===== src/rtl/buffer_command_input_pkg.sv =====
// Shared definitions for the board-facing command front end and its consumers:
// buffer command encodings and push-button indices.
package buffer_command_input_pkg;

  typedef enum logic [1:0] {
    CTRL_NONE = 2'd0,
    CTRL_LOAD = 2'd1,
    CTRL_INCR = 2'd2,
    CTRL_CLR  = 2'd3
  } ctrl_e;

  localparam int NUM_BTN  = 3;
  localparam int BTN_LOAD = 0;
  localparam int BTN_INCR = 1;
  localparam int BTN_CLR  = 2;

  // Simultaneous presses collapse to the single most destructive command.
  function automatic ctrl_e select_cmd(input logic [NUM_BTN-1:0] press);
    if (press[BTN_CLR]) begin
      return CTRL_CLR;
    end else if (press[BTN_INCR]) begin
      return CTRL_INCR;
    end else if (press[BTN_LOAD]) begin
      return CTRL_LOAD;
    end
    return CTRL_NONE;
  endfunction

endpackage


===== src/rtl/buffer_command_input_if.sv =====
// Raw board inputs plus the command bundle handed to the associative buffer.
interface buffer_command_input_if #(
  parameter int KEY_SIZE  = 4,
  parameter int DATA_SIZE = 4
) ();
  logic [2:0]           raw_btn_n;
  logic                 raw_sw7;
  logic [KEY_SIZE-1:0]  raw_key;
  logic [DATA_SIZE-1:0] raw_data;
  logic [1:0]           ctrl;
  logic [KEY_SIZE-1:0]  key;
  logic [DATA_SIZE-1:0] data_in;
  logic                 sw7;
  logic [7:0]           cmd_count;

  modport master (
    input  raw_btn_n, raw_sw7, raw_key, raw_data,
    output ctrl, key, data_in, sw7, cmd_count
  );

  modport slave (
    output raw_btn_n, raw_sw7, raw_key, raw_data,
    input  ctrl, key, data_in, sw7, cmd_count
  );
endinterface


===== src/rtl/buffer_command_input_debouncer.sv =====
// Two-flop synchroniser followed by a per-bit stability counter; a level change
// is accepted only after it has been seen for CYCLES consecutive clocks.
module debouncer #(
  parameter int               WIDTH   = 1,
  parameter int               CYCLES  = 4,
  parameter logic [WIDTH-1:0] RST_VAL = '0
) (
  input  logic             clk,
  input  logic             async_nreset,
  input  logic [WIDTH-1:0] in,
  output logic [WIDTH-1:0] out
);
  localparam int               CNT_W    = $clog2(CYCLES);
  localparam logic [CNT_W-1:0] CNT_LAST = CNT_W'(CYCLES - 1);

  logic [WIDTH-1:0] sync_p0;
  logic [WIDTH-1:0] sync_p1;
  logic [CNT_W-1:0] cnt [WIDTH];

  always_ff @(posedge clk or negedge async_nreset) begin
    if (!async_nreset) begin
      sync_p0 <= RST_VAL;
      sync_p1 <= RST_VAL;
      out     <= RST_VAL;
      for (int i = 0; i < WIDTH; i++) begin
        cnt[i] <= '0;
      end
    end else begin
      sync_p0 <= in;
      sync_p1 <= sync_p0;
      // Stage boundary: synchronised level vs. accepted level.
      for (int i = 0; i < WIDTH; i++) begin
        if (sync_p1[i] == out[i]) begin
          cnt[i] <= '0;
        end else if (cnt[i] == CNT_LAST) begin
          out[i] <= sync_p1[i];
          cnt[i] <= '0;
        end else begin
          cnt[i] <= cnt[i] + CNT_W'(1);
        end
      end
    end
  end

endmodule


===== src/rtl/buffer_command_input.sv =====
// Turns debounced button presses into single-cycle buffer commands with a
// key/data snapshot, gated by the debounced mode switch.
module buffer_command_input
  import buffer_command_input_pkg::*;
#(
  parameter int KEY_SIZE        = 4,
  parameter int DATA_SIZE       = 4,
  parameter int DEBOUNCE_CYCLES = 500000
) (
  input logic              clk,
  input logic              async_nreset,
  buffer_command_input_if.master bus
);

  logic [NUM_BTN-1:0]   btn_deb;
  logic [NUM_BTN-1:0]   btn_prev;
  logic [NUM_BTN-1:0]   press;
  logic                 sw7_deb;
  logic [KEY_SIZE-1:0]  key_p0, key_p1;
  logic [DATA_SIZE-1:0] data_p0, data_p1;
  logic [1:0]           ctrl_q;
  logic [KEY_SIZE-1:0]  key_q;
  logic [DATA_SIZE-1:0] data_q;
  logic [7:0]           count_q;

  for (genvar g = 0; g < NUM_BTN; g++) begin : g_btn
    debouncer #(
      .WIDTH   (1),
      .CYCLES  (DEBOUNCE_CYCLES),
      .RST_VAL (1'b1)
    ) u_btn (
      .clk          (clk),
      .async_nreset (async_nreset),
      .in           (bus.raw_btn_n[g]),
      .out          (btn_deb[g])
    );
  end

  debouncer #(
    .WIDTH   (1),
    .CYCLES  (DEBOUNCE_CYCLES),
    .RST_VAL (1'b0)
  ) u_sw7 (
    .clk          (clk),
    .async_nreset (async_nreset),
    .in           (bus.raw_sw7),
    .out          (sw7_deb)
  );

  // Active-low buttons: a press is a released-to-pressed edge of the debounced level.
  assign press = btn_prev & ~btn_deb;

  always_ff @(posedge clk or negedge async_nreset) begin
    if (!async_nreset) begin
      key_p0   <= '0;
      key_p1   <= '0;
      data_p0  <= '0;
      data_p1  <= '0;
      btn_prev <= '1;
      ctrl_q   <= CTRL_NONE;
      key_q    <= '0;
      data_q   <= '0;
      count_q  <= '0;
    end else begin
      key_p0   <= bus.raw_key;
      key_p1   <= key_p0;
      data_p0  <= bus.raw_data;
      data_p1  <= data_p0;
      btn_prev <= btn_deb;
      // Stage boundary: command issue; presses in display mode are discarded.
      if ((press != '0) && !sw7_deb) begin
        ctrl_q  <= select_cmd(press);
        key_q   <= key_p1;
        data_q  <= data_p1;
        count_q <= count_q + 8'd1;
      end else begin
        ctrl_q  <= CTRL_NONE;
      end
    end
  end

  assign bus.ctrl      = ctrl_q;
  assign bus.key       = key_q;
  assign bus.data_in   = data_q;
  assign bus.sw7       = sw7_deb;
  assign bus.cmd_count = count_q;

endmodule

===== src/flat_wrapper.sv =====
// flat-port wrapper written by rule: the top's interface ports become plain ports
module buffer_command_input_flat import buffer_command_input_pkg::*;
#(
  parameter int KEY_SIZE        = 4,
  parameter int DATA_SIZE       = 4,
  parameter int DEBOUNCE_CYCLES = 500000
)
  (clk, async_nreset, bus_raw_btn_n, bus_raw_sw7, bus_raw_key, bus_raw_data, bus_ctrl, bus_key, bus_data_in, bus_sw7, bus_cmd_count);
  buffer_command_input_if #(.KEY_SIZE(KEY_SIZE), .DATA_SIZE(DATA_SIZE)) bus_i ();
  input logic clk;
  input logic async_nreset;
  input wire logic [$bits(bus_i.raw_btn_n)-1:0] bus_raw_btn_n;
  input wire logic [$bits(bus_i.raw_sw7)-1:0] bus_raw_sw7;
  input wire logic [$bits(bus_i.raw_key)-1:0] bus_raw_key;
  input wire logic [$bits(bus_i.raw_data)-1:0] bus_raw_data;
  output wire logic [$bits(bus_i.ctrl)-1:0] bus_ctrl;
  output wire logic [$bits(bus_i.key)-1:0] bus_key;
  output wire logic [$bits(bus_i.data_in)-1:0] bus_data_in;
  output wire logic [$bits(bus_i.sw7)-1:0] bus_sw7;
  output wire logic [$bits(bus_i.cmd_count)-1:0] bus_cmd_count;
  assign bus_i.raw_btn_n = bus_raw_btn_n;
  assign bus_i.raw_sw7 = bus_raw_sw7;
  assign bus_i.raw_key = bus_raw_key;
  assign bus_i.raw_data = bus_raw_data;
  assign bus_ctrl = bus_i.ctrl;
  assign bus_key = bus_i.key;
  assign bus_data_in = bus_i.data_in;
  assign bus_sw7 = bus_i.sw7;
  assign bus_cmd_count = bus_i.cmd_count;
  buffer_command_input #(.KEY_SIZE(KEY_SIZE), .DATA_SIZE(DATA_SIZE), .DEBOUNCE_CYCLES(DEBOUNCE_CYCLES)) u_core (.clk(clk), .async_nreset(async_nreset), .bus(bus_i));
endmodule

===== config.mk =====
export PLATFORM = sky130hd
export DESIGN_NAME = buffer_command_input_flat
export DESIGN_NICKNAME = d
export VERILOG_FILES = /design/src/rtl/buffer_command_input_pkg.sv /design/src/rtl/buffer_command_input_if.sv /design/src/rtl/buffer_command_input_debouncer.sv /design/src/rtl/buffer_command_input.sv /design/src/flat_wrapper.sv
export SDC_FILE = /design/constraint.sdc
export NUM_CORES = 1
export LEC_CHECK = 0
export BUFFER_PORTS_ARGS = -buffer_cell sky130_fd_sc_hd__buf_2
export CORE_MARGIN = 2
export CORE_UTILIZATION = 45
export DETAILED_ROUTE_END_ITERATION = 16
export GPL_TIMING_DRIVEN = 0
export PLACE_DENSITY_LB_ADDON = 0.1
export REMOVE_ABC_BUFFERS = 1
export SLEW_MARGIN = 5
export SYNTH_ARGS = -nofsm -noshare
export SYNTH_HDL_FRONTEND = slang
export SYNTH_HIERARCHICAL = 1
export SYNTH_SLANG_ARGS = --single-unit

===== constraint.sdc =====
create_clock -name clk -period 3.6 [get_ports clk]
set_input_delay 0.36 -clock clk [delete_from_list [all_inputs] [get_ports clk]]
set_output_delay 0.36 -clock clk [all_outputs]
set_load 0.01 [all_outputs]

==> impl_metrics.env <==
export IMPL_status="completed"
export IMPL_area_growth_pct=16.99
export IMPL_setup_viol=0
export IMPL_io_buffers=32
export IMPL_first_iter_violations=256
export IMPL_worstPathMaxFanout=17
export IMPL_antenna_found_initial=0
export IMPL_gp_congestion=0.8135
export IMPL_drive_gt1_share_pct=19.75
export IMPL_rows=40
export IMPL_slew_violations=0
export IMPL_htree_levels=4
export IMPL_grt_pass1_wl_um=17080
export IMPL_vias_per_cell=5.028
export IMPL_syn_area_sq_mm=0.005597
export IMPL_fp_dieH_um=115.5
export IMPL_clkLatencyLatePin_ns=0.42
export IMPL_crit_type="register to register"
export IMPL_synth_warnings=6
export IMPL_die_w_um=115.5
export IMPL_initial_utilization_pct=46.40
export IMPL_vdd_ir_drop_max_uv=355.4
export IMPL_arrival_ns=2.44
export IMPL_worst_setup_path_start_kind="register"
export IMPL_grt_pass1_vias=3593
export IMPL_hold_violations=0
export IMPL_cp_data_required_time_ns=3.86
export IMPL_syn_mean_instance_area_sq_um=11.31
export IMPL_post_drt_wl_per_cell_um=13.10
export IMPL_synth_seq_cells=125
export IMPL_cts_buffers=17
export IMPL_cts_root_buffer="clkbuf_16"
export IMPL_drc=0
export IMPL_cts_tree="yes"
export IMPL_ys_seq_area_share_pct=56.16
export IMPL_vias=3620
export IMPL_dieArea_sq_mm=0.01334
export IMPL_finalSetupTns_ns=0
export IMPL_grt_max_degree=97
export IMPL_powerDensity_mw_per_mm2=494.2
export IMPL_power_leakage_uw=0.002765
export IMPL_hpwl_um=6241
export IMPL_fmax_mhz=459.3
export IMPL_utilization_pct=54.28
export IMPL_maxCapViolCount=0
export IMPL_worst_hold_path_type="input pin to register"
export IMPL_num_io_pins=33
export IMPL_critPathCaptureType="register"
export IMPL_period_minus_slack_ns=2.177
export IMPL_post_route_period_util_pct=60.48
export IMPL_nNetsFinal=558
export IMPL_grt_overflow_total=0
export IMPL_antenna_left=0
export IMPL_drt_total_wl_um=9435
export IMPL_grtUsageTotal_pct=16.36
export IMPL_synth_cells=495
export IMPL_relSlewSlack_pct=36.94
export IMPL_clk_pin_slew_ns=0.06
export IMPL_ys_types=32
export IMPL_fin_skew_ns=0.009848
export IMPL_worstMarginPinSlew_ns=0.9426
export IMPL_diodes=0
export IMPL_dr_pass1_iters=4
export IMPL_clockBufferDepth=2
export IMPL_core_area_sq_mm=0.01206
export IMPL_cts_num_sinks=125
export IMPL_rsz0062_at_grt="no"
## stage by stage
stage	worst slack [ns]	total power [uW]	cell area, sq um	hold slack [ns]	std cells
floorplan	1.730	1509	5535	0.06441	486
global placement	0.5390	1554	5906	0.3320	686
detailed placement	1.398	1561	5939	0.2618	687
CTS	1.399	3288	6548	0.01392	720
global route	1.120	3374	6548	0.01717	720
finish	1.423	3236	6548	0.04369	720
## synth_stat cells
| library cell | number | share of area [%] |
|---|---|---|
| mux2_4 | 5 | 1.3 |
| xnor2_1 | 55 | 8.6 |
| o41ai_4 | 4 | 2.0 |
| nor4b_1 | 4 | 0.63 |
| buf_2 | 4 | 0.36 |
| xor2_1 | 12 | 1.9 |
| and2_1 | 4 | 0.45 |
| or3_1 | 8 | 0.89 |
| nor2b_1 | 5 | 0.56 |
| mux2_2 | 8 | 1.6 |
| buf_4 | 4 | 0.54 |
| buf_6 | 1 | 0.20 |
| dfrtp_1 | 113 | 51 |
| inv_1 | 22 | 1.5 |
| mux2i_1 | 4 | 0.72 |
| nor2b_4 | 2 | 0.49 |
| o31a_4 | 1 | 0.31 |
| nand2_1 | 23 | 1.5 |
| nor2_1 | 79 | 5.3 |
| nor4_1 | 21 | 2.3 |
| nand3_1 | 28 | 2.5 |
| dfstp_2 | 12 | 5.6 |
| and3_1 | 1 | 0.11 |
| nand4_4 | 4 | 1.5 |
| o31a_1 | 1 | 0.16 |
| o21ai_0 | 8 | 0.72 |
| a21oi_1 | 12 | 1.1 |
| nand4_1 | 19 | 2.1 |
| or4_4 | 4 | 0.80 |
| nor4_2 | 4 | 0.89 |
| ha_1 | 5 | 1.1 |
| nor3_1 | 18 | 1.6 |
## worst max-delay path, cell delays in order, from the launching register on
cell	delay [ns]
dfrtp_1	0.44
nor4_1	0.31
nand4_1	0.22
o41ai_4	0.94
nor2_1	0.11
## timing repair
| item | in CTS | in global routing |
|---|---|---|
| gates resized for setup | 0 | 0 |
| hold endpoints to repair | 29 | 0 |
| hold buffers | 1 | 0 |
| buffers inserted | 0 | 0 |
## flip-flops by register name (all words and copies together) (netlist names)
signal                      flops
u_core/u_sw7/sync_p0            1
u_core/g_btn.u_btn/cnt         57
u_core/data_p1                  4
u_core/u_sw7/sync_p1            1
u_core/bus.cmd_count            8
u_core/data_p0                  4
u_core/bus.key                  4
u_core/g_btn.u_btn/out          3
u_core/bus.ctrl                 2
u_core/key_p1                   4
u_core/key_p0                   4
u_core/g_btn.u_btn/sync_p0      3
u_core/u_sw7/out                1
u_core/bus.data_in              4
u_core/u_sw7/cnt               19
u_core/g_btn.u_btn/sync_p1      3
u_core/btn_prev                 3
## final cells by class
cell class | instances | area (sq um)
Clock buffer | 17 | 425.4
Clock inverter | 15 | 172.7
Fill cell | 1042 | 5514
Inverter | 22 | 82.58
Multi-Input combinational cell | 339 | 2310
Sequential cell | 125 | 3143
Tap cell | 168 | 210.2
Timing Repair Buffer | 34 | 203.9
## worst paths after layout
path / startpoint / to / slack [ns] / cells after the start
max: u_core/g_btn[1].u_btn/cnt[9] / u_core/g_btn[1].u_btn/cnt[2] / 1.42 / 4
min: bus_raw_btn_n[1] / u_core/g_btn[1].u_btn/sync_p0 / 0.04 / 1
max reg2reg: u_core/g_btn[1].u_btn/cnt[9] / u_core/g_btn[1].u_btn/cnt[2] / 1.42 / 4
min reg2reg: u_core/u_sw7/sync_p0 / u_core/u_sw7/sync_p1 / 0.35 / 0
max in group asynchronous: async_nreset / u_core/g_btn[2].u_btn/out / 2.43 / 3
min in group asynchronous: async_nreset / u_core/u_sw7/cnt[6] / 0.39 / 2
## cell usage in the layout (no fill, tap or decap), types with 8 or more instances in the layout
cell type	count
a21oi_1	12
buf_2	31
clkbuf_16	17
dfrtp_1	113
dfstp_2	12
inv_1	22
inv_6	8
mux2_2	8
nand2_1	23
nand3_1	28
nand4_1	19
nor2_1	79
nor3_1	18
nor4_1	21
o21ai_0	8
or3_1	8
xnor2_1	55
xor2_1	12
## per-layer routing
layer | part of all wire, % | vias to the layer above | routed length, um | GRT usage (%)
li1 | - | 1805 | - | -
met1 | 49 | 1766 | 4604 | 21.81
met2 | 47 | 44 | 4453 | 24.37
met3 | 3.3 | 5 | 311 | 6.119
met4 | 0.68 | 0 | 64 | 6.345
met5 | 0 | - | 0 | 0
## cell families (layout without fill, tap and decap cells)
kind of cell / count (synthesis) / after routing / synth area share [%]
simple gates: 224 / 224 / 21.77
flops: 125 / 125 / 56.16
xor+xnor: 67 / 67 / 10.49
buf+inv: 31 / 88 / 2.571
compound gates: 26 / 26 / 4.226
mux: 17 / 17 / 3.667
fa+ha+maj: 5 / 5 / 1.118
## report_power, final
part	total [uW]	switching (uW)	internal [uW]
clock network	1700	662	1040
logic	80.0	54.0	26.0
registers	1450	19.9	1430
total	3240	736	2500
Power figures use the tool's default switching activity.
